`src/rtl/play_scheduler.sv`:
```
// Track/volume scheduler for a VS1003B mp3 player: arbitrates Bluetooth and
// button commands round-robin, services end-of-track auto-advance, and times restarts.
module play_scheduler #(
    parameter int         NUM_SONGS   = 5,
    parameter logic [7:0] VOL_INIT    = 8'h20,
    parameter logic [7:0] VOL_STEP    = 8'h10,
    parameter logic [7:0] VOL_MUTE    = 8'hF0,
    parameter int         RESTART_LEN = 4
) (
    input  logic        CLK,
    input  logic        RST,
    input  logic        BT_VALID,
    input  logic [3:0]  BT_CMD,
    output logic        BT_READY,
    input  logic        BTN_VALID,
    input  logic [3:0]  BTN_CMD,
    output logic        BTN_READY,
    input  logic        TRACK_END,
    output logic [2:0]  CURRENT,
    output logic [15:0] VOL,
    output logic        PAUSE,
    output logic        MP3_RST,
    output logic        BUSY
);

    localparam logic [0:0] S_IDLE    = 1'b0;
    localparam logic [0:0] S_RESTART = 1'b1;

    localparam logic [2:0] CMD_NOP   = 3'h0;
    localparam logic [2:0] CMD_PLAY  = 3'h1;
    localparam logic [2:0] CMD_NEXT  = 3'h2;
    localparam logic [2:0] CMD_PREV  = 3'h3;
    localparam logic [2:0] CMD_VUP   = 3'h4;
    localparam logic [2:0] CMD_VDN   = 3'h5;

    localparam logic [2:0] LAST_TRACK = 3'(NUM_SONGS - 1);
    localparam logic [3:0] SONG_CNT   = 4'(NUM_SONGS);
    localparam logic [7:0] LEN_M1     = 8'(RESTART_LEN - 1);

    logic [0:0] r_state;
    logic [7:0] r_cnt;
    logic       r_pending;
    logic       r_last_bt;
    logic [2:0] r_current;
    logic [7:0] r_vol;
    logic       r_pause;

    logic       w_idle;
    logic       w_arb;
    logic       w_auto;
    logic       w_gnt_bt;
    logic       w_gnt_btn;
    logic       w_accept;
    logic [3:0] w_cmd;
    logic       w_te;
    logic [2:0] w_cur_inc;
    logic [2:0] w_cur_dec;
    logic [7:0] w_vol_up;
    logic [8:0] w_vol_sum;
    logic [7:0] w_vol_dn;
    logic [2:0] w_nxt_current;
    logic [7:0] w_nxt_vol;
    logic       w_nxt_pause;
    logic       w_restart;

    assign w_idle = (r_state == S_IDLE);
    assign w_auto = w_idle & r_pending;
    assign w_arb  = w_idle & ~r_pending;

    // Round-robin: on contention the requester not served last wins.
    assign w_gnt_bt  = w_arb & BT_VALID  & (~BTN_VALID | ~r_last_bt);
    assign w_gnt_btn = w_arb & BTN_VALID & (~BT_VALID  |  r_last_bt);
    assign w_accept  = w_gnt_bt | w_gnt_btn;
    assign w_cmd     = w_gnt_bt ? BT_CMD : BTN_CMD;

    assign BT_READY  = w_gnt_bt;
    assign BTN_READY = w_gnt_btn;

    // End-of-track pulses are dropped while paused.
    assign w_te = TRACK_END & ~r_pause;

    assign w_cur_inc = (r_current == LAST_TRACK) ? 3'd0 : r_current + 3'd1;
    assign w_cur_dec = (r_current == 3'd0) ? LAST_TRACK : r_current - 3'd1;

    assign w_vol_up  = (r_vol < VOL_STEP) ? 8'h00 : r_vol - VOL_STEP;
    assign w_vol_sum = {1'b0, r_vol} + {1'b0, VOL_STEP};
    assign w_vol_dn  = (w_vol_sum > {1'b0, VOL_MUTE}) ? VOL_MUTE : w_vol_sum[7:0];

    always_comb begin
        w_nxt_current = r_current;
        w_nxt_vol     = r_vol;
        w_nxt_pause   = r_pause;
        w_restart     = 1'b0;
        if (w_auto) begin
            w_nxt_current = w_cur_inc;
            w_nxt_pause   = 1'b0;
            w_restart     = 1'b1;
        end else if (w_accept) begin
            if (w_cmd[3]) begin
                // Out-of-range selects are consumed without effect.
                if ({1'b0, w_cmd[2:0]} < SONG_CNT) begin
                    w_nxt_current = w_cmd[2:0];
                    w_nxt_pause   = 1'b0;
                    w_restart     = 1'b1;
                end
            end else begin
                case (w_cmd[2:0])
                    CMD_PLAY: w_nxt_pause = ~r_pause;
                    CMD_NEXT: begin
                        w_nxt_current = w_cur_inc;
                        w_nxt_pause   = 1'b0;
                        w_restart     = 1'b1;
                    end
                    CMD_PREV: begin
                        w_nxt_current = w_cur_dec;
                        w_nxt_pause   = 1'b0;
                        w_restart     = 1'b1;
                    end
                    CMD_VUP:  w_nxt_vol = w_vol_up;
                    CMD_VDN:  w_nxt_vol = w_vol_dn;
                    CMD_NOP:  ;
                    default:  ;
                endcase
            end
        end
    end

    always_ff @(posedge CLK) begin
        if (RST) begin
            r_current <= 3'd0;
            r_vol     <= VOL_INIT;
            r_pause   <= 1'b0;
            r_last_bt <= 1'b0;
        end else begin
            r_current <= w_nxt_current;
            r_vol     <= w_nxt_vol;
            r_pause   <= w_nxt_pause;
            if (w_gnt_bt)
                r_last_bt <= 1'b1;
            else if (w_gnt_btn)
                r_last_bt <= 1'b0;
        end
    end

    // Pending auto-next: collapses repeated pulses, cleared when serviced.
    always_ff @(posedge CLK) begin
        if (RST)
            r_pending <= 1'b0;
        else
            r_pending <= (r_pending & ~w_auto) | w_te;
    end

    always_ff @(posedge CLK) begin
        if (RST) begin
            r_state <= S_IDLE;
            r_cnt   <= 8'd0;
        end else begin
            case (r_state)
                S_IDLE: begin
                    if (w_restart) begin
                        r_state <= S_RESTART;
                        r_cnt   <= LEN_M1;
                    end
                end
                S_RESTART: begin
                    if (r_cnt == 8'd0)
                        r_state <= S_IDLE;
                    else
                        r_cnt <= r_cnt - 8'd1;
                end
                default: r_state <= S_IDLE;
            endcase
        end
    end

    assign CURRENT = r_current;
    assign VOL     = {r_vol, r_vol};
    assign PAUSE   = r_pause;
    assign BUSY    = (r_state == S_RESTART);
    assign MP3_RST = (r_state == S_RESTART);

endmodule

```
`config.mk`:
```
export PLATFORM = sky130hd
export DESIGN_NAME = play_scheduler
export DESIGN_NICKNAME = d
export VERILOG_FILES = /design/src/rtl/play_scheduler.sv
export SDC_FILE = /design/constraint.sdc
export NUM_CORES = 1
export LEC_CHECK = 0
export ABC_AREA = 1
export ABC_CLOCK_PERIOD_IN_PS = 3030
export CORE_MARGIN = 2
export CORE_UTILIZATION = 54
export DETAILED_ROUTE_END_ITERATION = 7
export PLACE_DENSITY = 0.85
export SYNTH_ARGS = -nofsm -noshare
export SYNTH_HDL_FRONTEND = slang
export SYNTH_SLANG_ARGS = --single-unit
```
`constraint.sdc`:
```
create_clock -name CLK -period 3.03 [get_ports CLK]
set_clock_uncertainty 0.15 [all_clocks]
set_input_delay 0.4545 -clock CLK [delete_from_list [all_inputs] [get_ports CLK]]
set_output_delay 0.4545 -clock CLK [all_outputs]
set_load 0.02 [all_outputs]
```
==> flow_metrics.py <==
metrics = {
    "sta": {
        "relSlewSlack": 0.6632,
        "post-route-worst-setup-slack_ps": 426.9,
        "setup-violations-final": 0,
        "timing.setup.tns_ps": 0,
        "drv_slew": 0,
        "fmax_ghz": 0.3842,
        "timing_hold_violations_final": 0,
        "final.period_utilization": 0.8591,
        "rsz_0062_raised_after_global_routing": "no",
        "period_needed_ps": 2603,
        "worst_slew_pin_slew_ps": 503.7,
    },
    "yosys": {
        "synth_top_cell_area_share": 0.2353,
        "synth_area_um2": 1617,
        "synthesis.area_per_instance_um2": 6.390,
        "synth_seq_area_share": 0.2353,
        "synth_top_area_cell": "dfxtp_1",
        "post_synth_inst_count": 253,
        "netlist-cell-type-count": 30,
        "yosysWarningCount": 0,
        "netlist_top_cells_area": "dfxtp_1 24%, nand2_1 14%, inv_1 8.6%",
        "postSynthRegisterBits": 19,
    },
    "placement": {
        "globalplace.congestion": 0.8948,
        "port_buffers": 28,
        "detailedPlacementHpwl_um": 2543,
        "place_ws_ps": 430.0,
        "post-place-cells": 303,
    },
    "die": {
        "die_y_um": 58.72,
        "die_width_um": 58.72,
        "start_util": 0.5763,
        "die-area_um2": 3447,
        "fp.coreArea_um2": 2805,
        "ios": 37,
        "placement_rows": 19,
    },
    "final_layout": {
        "finalNetCount": 298,
        "final.fill_count": 265,
        "layout-drive-gt1-share": 0.1087,
        "finish.utilization": 0.6673,
        "layout_area_growth_over_synthesis_pct": 15.79,
        "stdcell_count": 307,
        "antennaDiodeCount": 0,
    },
    "worst_setup_path": {
        "arrival_ps": 2000,
        "reg2reg_from": "BUSY",
        "r2r_end": "r_cnt[7]",
        "critical_path.startpoint_type": "input port",
        "critical_path_class": "in2out",
        "worst_setup_path_end_kind": "output pin",
        "critPathMaxFanout": 8,
        "reg2reg_setup_slack_ps": 970,
        "crit_required_ps": 2430,
        "timing.reg2reg.worst_path_depth": 9,
    },
    "pwr": {
        "ir_drop_uv": 386.3,
        "totalPowerFinal_mw": 1.287,
        "pwr_density_cell_nw_per_um2": 687.5,
        "power_leakage_nw": 0.8997,
    },
    "cts": {
        "worst_skew_pair.late_latency_ps": 300,
        "clock-root-buffer": "clkbuf_4",
        "path_clk_slew_ps": 120,
        "clkSinkCount": 19,
        "cts_repair_resize_count": 0,
        "clock_tree_from_tritoncts": "built",
        "cts-htree-levels": 1,
        "number_of_buffers_created_by_cts": 3,
        "post-cts-setup-buffers": 0,
        "hold_buffers": 0,
        "cts-root-to-sink-buffers": 2,
    },
    "hold_path": {
        "hp-class": "reg2reg",
        "min-delay-start": "r_last_bt",
        "whs_endpoint": "r_last_bt",
        "holdPathStages": 2,
    },
    "route": {
        "post_drt_antenna_nets": 0,
        "post_drt_via_cell_ratio": 5.101,
        "drt_drc_violations_left": 1,
        "detailroute.via_count": 1566,
        "detailedRoute.firstPassIterationCount": 6,
        "route.detailed.wl_per_inst_um": 10.66,
        "drt-initial-drc-count": 58,
        "routed_wl_um": 3274,
    },
    "flow_run": {
        "drv_cap": 0,
    },
    "global_routing": {
        "gr-usage-all-layers": 0.2100,
        "largest_net_degree_at_the_start_of_global_routing": 13,
        "grt_pass1_vias": 1358,
        "grt_first_pass_wirelength_um": 5671,
        "initial_antenna_violation_count": 0,
        "grt.overflow.total": 0,
    },
    "run_status": {
        "violated_checks": "design-rule violations",
        "outcome": "finished, violations left",
    },
}
## how the worst max path moves through the flow
stage	from	end
final	BT_VALID	BT_READY
after global routing	BT_VALID	BT_READY
after CTS	BT_VALID	BT_READY
after detailed placement	BT_VALID	BT_READY
after global placement	BT_VALID	BT_READY
after floorplan	BUSY	CURRENT[0]
## kinds of logic after synthesis
| logic type | synth area share |
|---|---|
| fa+ha+maj | 0.06192 |
| flops | 0.2353 |
| simple gates | 0.3808 |
| buf+inv | 0.1703 |
| other cells | 0.002320 |
| xor+xnor | 0.02709 |
| compound gates | 0.1223 |
## through the flow
| stage | instance area (um2) | hold slack (ps) |
|---|---|---|
| finish | 1872 | 336.9 |
| global placement | 1844 | 315.9 |
| detailed placement | 1844 | 326.2 |
| CTS | 1872 | 342.0 |
| global route | 1872 | 353.8 |
| floorplan | 1643 | 302.7 |
## cell usage in the layout (no fill, tap or decap), types with 3 or more instances in the layout
cell,Yosys,final
xor2_1,5,5
conb_1,1,8
ha_1,8,8
clkdlybuf4s50_1,0,28
nor2_1,14,14
inv_1,37,37
nand2_2,5,5
inv_2,5,5
a21oi_1,22,22
clkbuf_4,0,3
nand2_1,61,61
or2_2,5,5
o21ai_1,3,3
nand3_2,3,3
nand3_1,16,16
dfxtp_1,19,19
o21ai_0,7,7
nand2_4,3,3
nand4_1,11,11
## area by class of cell
type / count / area (um2) / share of cell area
clock buffer: 3 / 22.52 / 0.01203
clock inverter: 1 / 5.005 / 0.002674
inverter: 42 / 157.7 / 0.08422
multi-input combinational: 183 / 987.2 / 0.5274
sequential: 19 / 380.4 / 0.2032
tap: 31 / 38.79 / 0.02072
timing repair buffer: 28 / 280.3 / 0.1497
## worst max-delay path, cell delays in order
cell and delay, ps:
clkdlybuf4s50_1 660, nand3_4 180, inv_1 100, clkdlybuf4s50_1 600
## power breakdown
| group | internal [mW] | leakage (nW) | switching (mW) |
|---|---|---|---|
| clock | 0.0492 | 0.0177 | 0.0858 |
| combinational | 0.306 | 0.726 | 0.469 |
| sequential | 0.312 | 0.156 | 0.0648 |
## cells in the mapped netlist
| cell | n |
|---|---|
| a21oi_2 | 1 |
| nand3_1 | 16 |
| o21ai_1 | 3 |
| nor3_1 | 2 |
| nor2_4 | 1 |
| o21ai_0 | 7 |
| nor2_1 | 14 |
| buf_6 | 1 |
| nand3_4 | 1 |
| nand2_2 | 5 |
| o21bai_1 | 1 |
| conb_1 | 1 |
| a31oi_1 | 1 |
| or2_2 | 5 |
| xor2_1 | 5 |
| nand3b_1 | 1 |
| clkbuf_1 | 1 |
| dfxtp_1 | 19 |
| inv_1 | 37 |
| inv_2 | 5 |
| nand3_2 | 3 |
| nand2_4 | 3 |
| nor2_2 | 2 |
| a21oi_1 | 22 |
| ha_1 | 8 |
| o31ai_1 | 2 |
| buf_2 | 1 |
| nand2_1 | 61 |
| buf_4 | 13 |
| nand4_1 | 11 |
## state kept, by name (all words and copies together) (netlist names)
name       flops
BUSY           1
PAUSE          1
CURRENT        3
r_vol          4
r_pending      1
r_last_bt      1
r_cnt          8
## per-layer routing
| metal | vias up | routed length (um) | GRT usage |
|---|---|---|---|
| met2 | 27 | 1442 | 0.3419 |
| met5 | - | 0 | 0 |
| met1 | 698 | 1669 | 0.2814 |
| li1 | 837 | - | - |
| met4 | 0 | 40 | 0.07792 |
| met3 | 4 | 122 | 0.03297 |
Power figures use the tool's default switching activity.
